### src/rtl/ccff_loader.sv
// ccff_loader: streams configuration bytes MSB-first into the fabric's
// configuration chain. It generates the prog_clk shift pulses and collects
// the bits leaving the chain tail into readback bytes.
module ccff_loader #(
   parameter int CHAIN_LEN = 1024,
   parameter int DIV       = 2
) (
   input  logic       clk,
   input  logic       reset,
   input  logic       start,
   input  logic [7:0] byte_data,
   input  logic       byte_valid,
   output logic       byte_ready,
   output logic       prog_clk,
   output logic       ccff_head,
   input  logic       ccff_tail,
   output logic       busy,
   output logic       done,
   output logic [7:0] rb_data,
   output logic       rb_valid
);

   localparam int BW = $clog2(CHAIN_LEN + 1);
   localparam int DW = (DIV > 1) ? $clog2(DIV) : 1;
   localparam logic [BW-1:0] LAST_BIT = BW'(CHAIN_LEN - 1);
   localparam logic [DW-1:0] DIV_LAST = DW'(DIV - 1);

   typedef enum logic [2:0] {
      IDLE,
      WAIT_BYTE,
      SETUP,
      HIGH,
      DONE
   } state_t;

   state_t state, state_next;

   logic [BW-1:0] bit_cnt;
   logic [DW-1:0] div_cnt;
   logic [2:0]    bit_in_byte;
   logic [6:0]    data_sr;
   logic [7:0]    rb_sr;
   logic [2:0]    rb_cnt;

   logic handshake;
   logic div_last;
   logic last_bit;

   // byte_ready is high exactly while in WAIT_BYTE, so this is the accept strobe
   assign handshake = byte_valid & byte_ready;
   assign div_last  = (div_cnt == DIV_LAST);
   assign last_bit  = (bit_cnt == LAST_BIT);

   // State register
   always_ff @(posedge clk) begin
      if (reset) begin
         state <= IDLE;
      end else begin
         state <= state_next;
      end
   end

   // Next-state logic: one prog_clk period is DIV cycles of SETUP then DIV of HIGH
   always_comb begin
      state_next = state;
      case (state)
         IDLE, DONE: begin
            if (start) state_next = WAIT_BYTE;
         end
         WAIT_BYTE: begin
            if (handshake) state_next = SETUP;
         end
         SETUP: begin
            if (div_last) state_next = HIGH;
         end
         HIGH: begin
            if (div_last) begin
               if (last_bit)                 state_next = DONE;
               else if (bit_in_byte == 3'd7) state_next = WAIT_BYTE;
               else                          state_next = SETUP;
            end
         end
         default: state_next = IDLE;
      endcase
   end

   // Registered outputs, counters, data shifter and readback capture
   always_ff @(posedge clk) begin
      if (reset) begin
         byte_ready  <= 1'b0;
         prog_clk    <= 1'b0;
         ccff_head   <= 1'b0;
         busy        <= 1'b0;
         done        <= 1'b0;
         rb_data     <= 8'h00;
         rb_valid    <= 1'b0;
         bit_cnt     <= '0;
         div_cnt     <= '0;
         bit_in_byte <= 3'd0;
         data_sr     <= 7'h00;
         rb_sr       <= 8'h00;
         rb_cnt      <= 3'd0;
      end else begin
         byte_ready <= (state_next == WAIT_BYTE);
         prog_clk   <= (state_next == HIGH);
         busy       <= (state_next inside {WAIT_BYTE, SETUP, HIGH});
         done       <= (state_next == DONE);
         rb_valid   <= 1'b0;

         if ((state == SETUP) || (state == HIGH)) begin
            div_cnt <= div_last ? '0 : div_cnt + DW'(1);
         end else begin
            div_cnt <= '0;
         end

         case (state)
            IDLE, DONE: begin
               if (start) begin
                  bit_cnt <= '0;
                  rb_sr   <= 8'h00;
                  rb_cnt  <= 3'd0;
               end
            end
            WAIT_BYTE: begin
               // ccff_head is the top bit; data_sr keeps the seven still to go
               if (handshake) begin
                  ccff_head   <= byte_data[7];
                  data_sr     <= byte_data[6:0];
                  bit_in_byte <= 3'd0;
               end
            end
            SETUP: begin
               // Sample the tail before the upcoming rising edge shifts the chain
               if (div_last) begin
                  rb_sr  <= {rb_sr[6:0], ccff_tail};
                  rb_cnt <= rb_cnt + 3'd1;
                  if (rb_cnt == 3'd7) begin
                     rb_data  <= {rb_sr[6:0], ccff_tail};
                     rb_valid <= 1'b1;
                  end
               end
            end
            HIGH: begin
               if (div_last) begin
                  bit_cnt <= bit_cnt + BW'(1);
                  if (last_bit) begin
                     // Flush a partial readback byte, left-aligned
                     if (rb_cnt != 3'd0) begin
                        rb_data  <= rb_sr << (4'd8 - {1'b0, rb_cnt});
                        rb_valid <= 1'b1;
                     end
                  end else if (bit_in_byte != 3'd7) begin
                     ccff_head   <= data_sr[6];
                     data_sr     <= {data_sr[5:0], 1'b0};
                     bit_in_byte <= bit_in_byte + 3'd1;
                  end
               end
            end
            default: ;
         endcase
      end
   end

endmodule
### config.mk
export PLATFORM = sky130hd
export DESIGN_NAME = ccff_loader
export DESIGN_NICKNAME = d
export VERILOG_FILES = /design/src/rtl/ccff_loader.sv
export SDC_FILE = /design/constraint.sdc
export NUM_CORES = 1
export LEC_CHECK = 0
export ABC_AREA = 1
export ABC_CLOCK_PERIOD_IN_PS = 4410
export CORE_MARGIN = 1.5
export CORE_UTILIZATION = 61
export DETAILED_ROUTE_END_ITERATION = 6
export PLACE_DENSITY_LB_ADDON = 0.3
export SLEW_MARGIN = 25
export SYNTH_ARGS = -nofsm -noshare
export SYNTH_HDL_FRONTEND = slang
export SYNTH_SLANG_ARGS = --single-unit
### constraint.sdc
create_clock -name clk -period 4.41 [get_ports clk]
set_input_delay 1.1025 -clock clk [delete_from_list [all_inputs] [get_ports clk]]
set_output_delay 1.1025 -clock clk [all_outputs]
set_load 0.01 [all_outputs]
==> results by group <==
Logic synthesis
  • Syn Area/Cell: 6.66 µm²
  • Syn Nets: 431
  • Synthesized cell area: 2740 µm²
  • Synth area leader: dfxtp_1
  • Mapped Cells: 411
  • Yosys Warn Count: 0
  • Yosys reg bits: 50
  • Post-synth top area share: 36.6%
  • Distinct cell type count after synthesis: 30
  • Synth area leaders: dfxtp_1, nand2_1, nor2_1
  • Seq/Total Area, Yosys: 36.6%

Final layout
  • ANT cells: 0
  • Register area: 1000 µm²
  • Area of the multi-input gates: 1500 µm²
  • Fillers: 380
  • Nets: 450
  • Syn-to-layout area delta: 12.9%
  • Share of cells above drive strength 1: 10.7%

STA
  • Fmax: 403 MHz
  • Fin. Hold Viols: 0
  • Worst rel slew slack: 66.6%
  • Layout Skew: 5.68 ps
  • Final setup viols: 0
  • Fin Setup TNS: 0 ps
  • Post-layout minimum cycle time: 2480 ps
  • WHS: 454 ps
  • Worst slew pin tran: 500 ps
  • Final Max Tran Viols: 0
  • RSZ-0062 raised after global routing: false
  • Tcrit/Tclk final: 56.2%

Floorplanning
  • # IOs: 27
  • Die ar.: 4900 µm²
  • Die W: 70.0 µm
  • Initial Util: 63.3%
  • Die height: 70.0 µm
  • Rows: 24
  • Core area: 4320 µm²

Clock tree
  • Clk buf depth: 2
  • Post-CTS Hold Buffers: 0
  • CTS HTree Levels: 2
  • Clk pin slew, worst setup/hold paths: 90 ps
  • Clock Latency Late Sink: 310 ps
  • Post-CTS setup buffer count: 0
  • Post-cts gate resize count: 0
  • CTS Sinks: 50
  • CTS root buf: clkbuf_8
  • CTS tree: yes
  • Num CTS Buffers: 5

Worst setup path
  • Worst R2R End: rb_data[2]$_SDFFE_PP0P_
  • Worst EP arrival: 2710 ps
  • Startpoint Class: input port
  • Worst reg-to-reg path cell count: 10
  • Crit Path Max Fanout: 29
  • Worst setup path end: bit_cnt[3]$_SDFFE_PP0P_
  • Worst Setup SP: reset
  • Required time worst endpoint: 4640 ps
  • R2r startpoint: rb_cnt[0]$_SDFFE_PP0P_
  • CP endpoint kind: flip-flop
  • R2r setup slk: 2100 ps
  • Critical path class: input port to flip-flop

Placed design
  • Post-DP HPWL: 3990 µm
  • Routability Congestion: 0.921
  • Port Buf Inserts: 26

Power
  • Total power: 900 µW
  • LEAKAGE: 1.31 nW
  • Pwr dens: 291 nW/µm²
  • VDD IR max: 0.189 mV

GRT
  • Global Route Usage Sum: 24.3%
  • Vias in the first global route: 2394
  • Global route total overflow: 0
  • Largest net degree at the start of global routing: 30
  • First-pass GRT wire length: 9980 µm
  • Initial antenna violation count: 0

Route
  • WL met3: 234 µm
  • Post-route DRC: 0
  • WL/cell: 11.5 µm
  • Via-to-Cell Ratio: 5.31
  • Via count: 2565
  • Top sig layer: met4
  • M1 wire length: 2670 µm
  • Iter 0 DRT Violations: 118
  • Wire length on met2: 2550 µm
  • Wirelength, routed: 5540 µm
  • Post-route ant nets: 0
  • First drt pass iteration count: 4

Status
  • Status: completed

Flow run
  • Max-Cap Viols: 0

Hold path
  • Worst hold path type: flip-flop to flip-flop
  • Hold Crit Start: bit_cnt[9]$_SDFFE_PP0P_
## registers in the layout (all words and copies together), names as in the netlist
| signal | flops |
|---|---|
| div_cnt | 1 |
| data_sr | 7 |
| bit_in_byte | 3 |
| byte_ready | 1 |
| prog_clk | 1 |
| rb_valid | 1 |
| ccff_head | 1 |
| rb_sr | 8 |
| rb_data | 8 |
| busy | 1 |
| bit_cnt | 11 |
| state | 3 |
| done | 1 |
| rb_cnt | 3 |
## cell usage after synthesis (all sizes together)
library cell  instances
nand2               149
nor2                 52
dfxtp                50
inv                  39
nand3                39
a21oi                38
buf                  10
o21ai                 8
ha                    7
clkbuf                5
nand4                 4
clkinv                2
o211ai                2
o21a                  2
or2                   2
a211oi                1
o22ai                 1
## cell type report
cell class / instances / area share [%]
repair buffers: 27 / 8.66
multi-input cells: 305 / 48.4
inverters: 41 / 4.98
well taps: 52 / 2.10
clock buffers: 5 / 2.23
flip-flops and latches: 50 / 32.4
clock inverters: 3 / 1.30
## layer usage
layer / GRT usage, % / vias up
li1: - / 1337
met1: 31.8 / 1155
met2: 40.3 / 63
met3: 5.05 / 10
met4: 7.91 / 0
met5: 0 / -
## report_power, final
| group | total (mW) | switching (mW) | internal [mW] |
|---|---|---|---|
| combinational | 0.106 | 0.0622 | 0.0434 |
| sequential | 0.475 | 0.00901 | 0.466 |
| clock | 0.319 | 0.152 | 0.167 |
| total | 0.900 | 0.223 | 0.677 |
## worst min path at each step
stage / slack [ps] / to / cells after the start
global route: 490 / data_sr[5]$_SDFFE_PP0P_ / 2
detailed placement: 440 / bit_cnt[9]$_SDFFE_PP0P_ / 2
finish: 450 / bit_cnt[9]$_SDFFE_PP0P_ / 2
floorplan: 420 / bit_cnt[5]$_SDFFE_PP0P_ / 2
global placement: 440 / bit_cnt[5]$_SDFFE_PP0P_ / 2
CTS: 460 / bit_cnt[9]$_SDFFE_PP0P_ / 2
## cells in the final DEF, fill, tap and decap left out, drive strengths merged
cell type,n
nand2,149
nor2,52
dfxtp,50
inv,39
nand3,39
a21oi,38
clkdlybuf4s50,26
o21ai,8
ha,7
clkbuf,5
clkinv,4
nand4,4
o211ai,2
o21a,2
or2,2
a211oi,1
o22ai,1
bufinv,1
buf,1
## metrics by stage
stage	util [%]	worst slack, ps	cell area (µm²)	std cells
floorplan	-	2470	2740	411
global placement	69.0	1670	2980	475
detailed placement	69.0	1640	2980	475
CTS	71.5	1940	3090	483
global route	71.5	1810	3090	483
finish	71.5	1930	3090	483
## critical path: stages
cell and delay [ps]:
clkdlybuf4s50_1 400, buf_4 240, inv_1 370, nand2_1 160, inv_1 190, nand2_1 90, a21oi_1 150
## cells by family (layout without fill, tap and decap cells)
kind of cell,Yosys count,count (layout),synth area share (%)
DFF,50,50,36.6
buffers and inverters,56,76,8.82
adders and majority gates,7,7,3.20
AOI/OAI and AO/OA,52,52,11.1
and+or+nand+nor,246,246,40.3
Note: power is estimated with default switching activity, not from simulation.
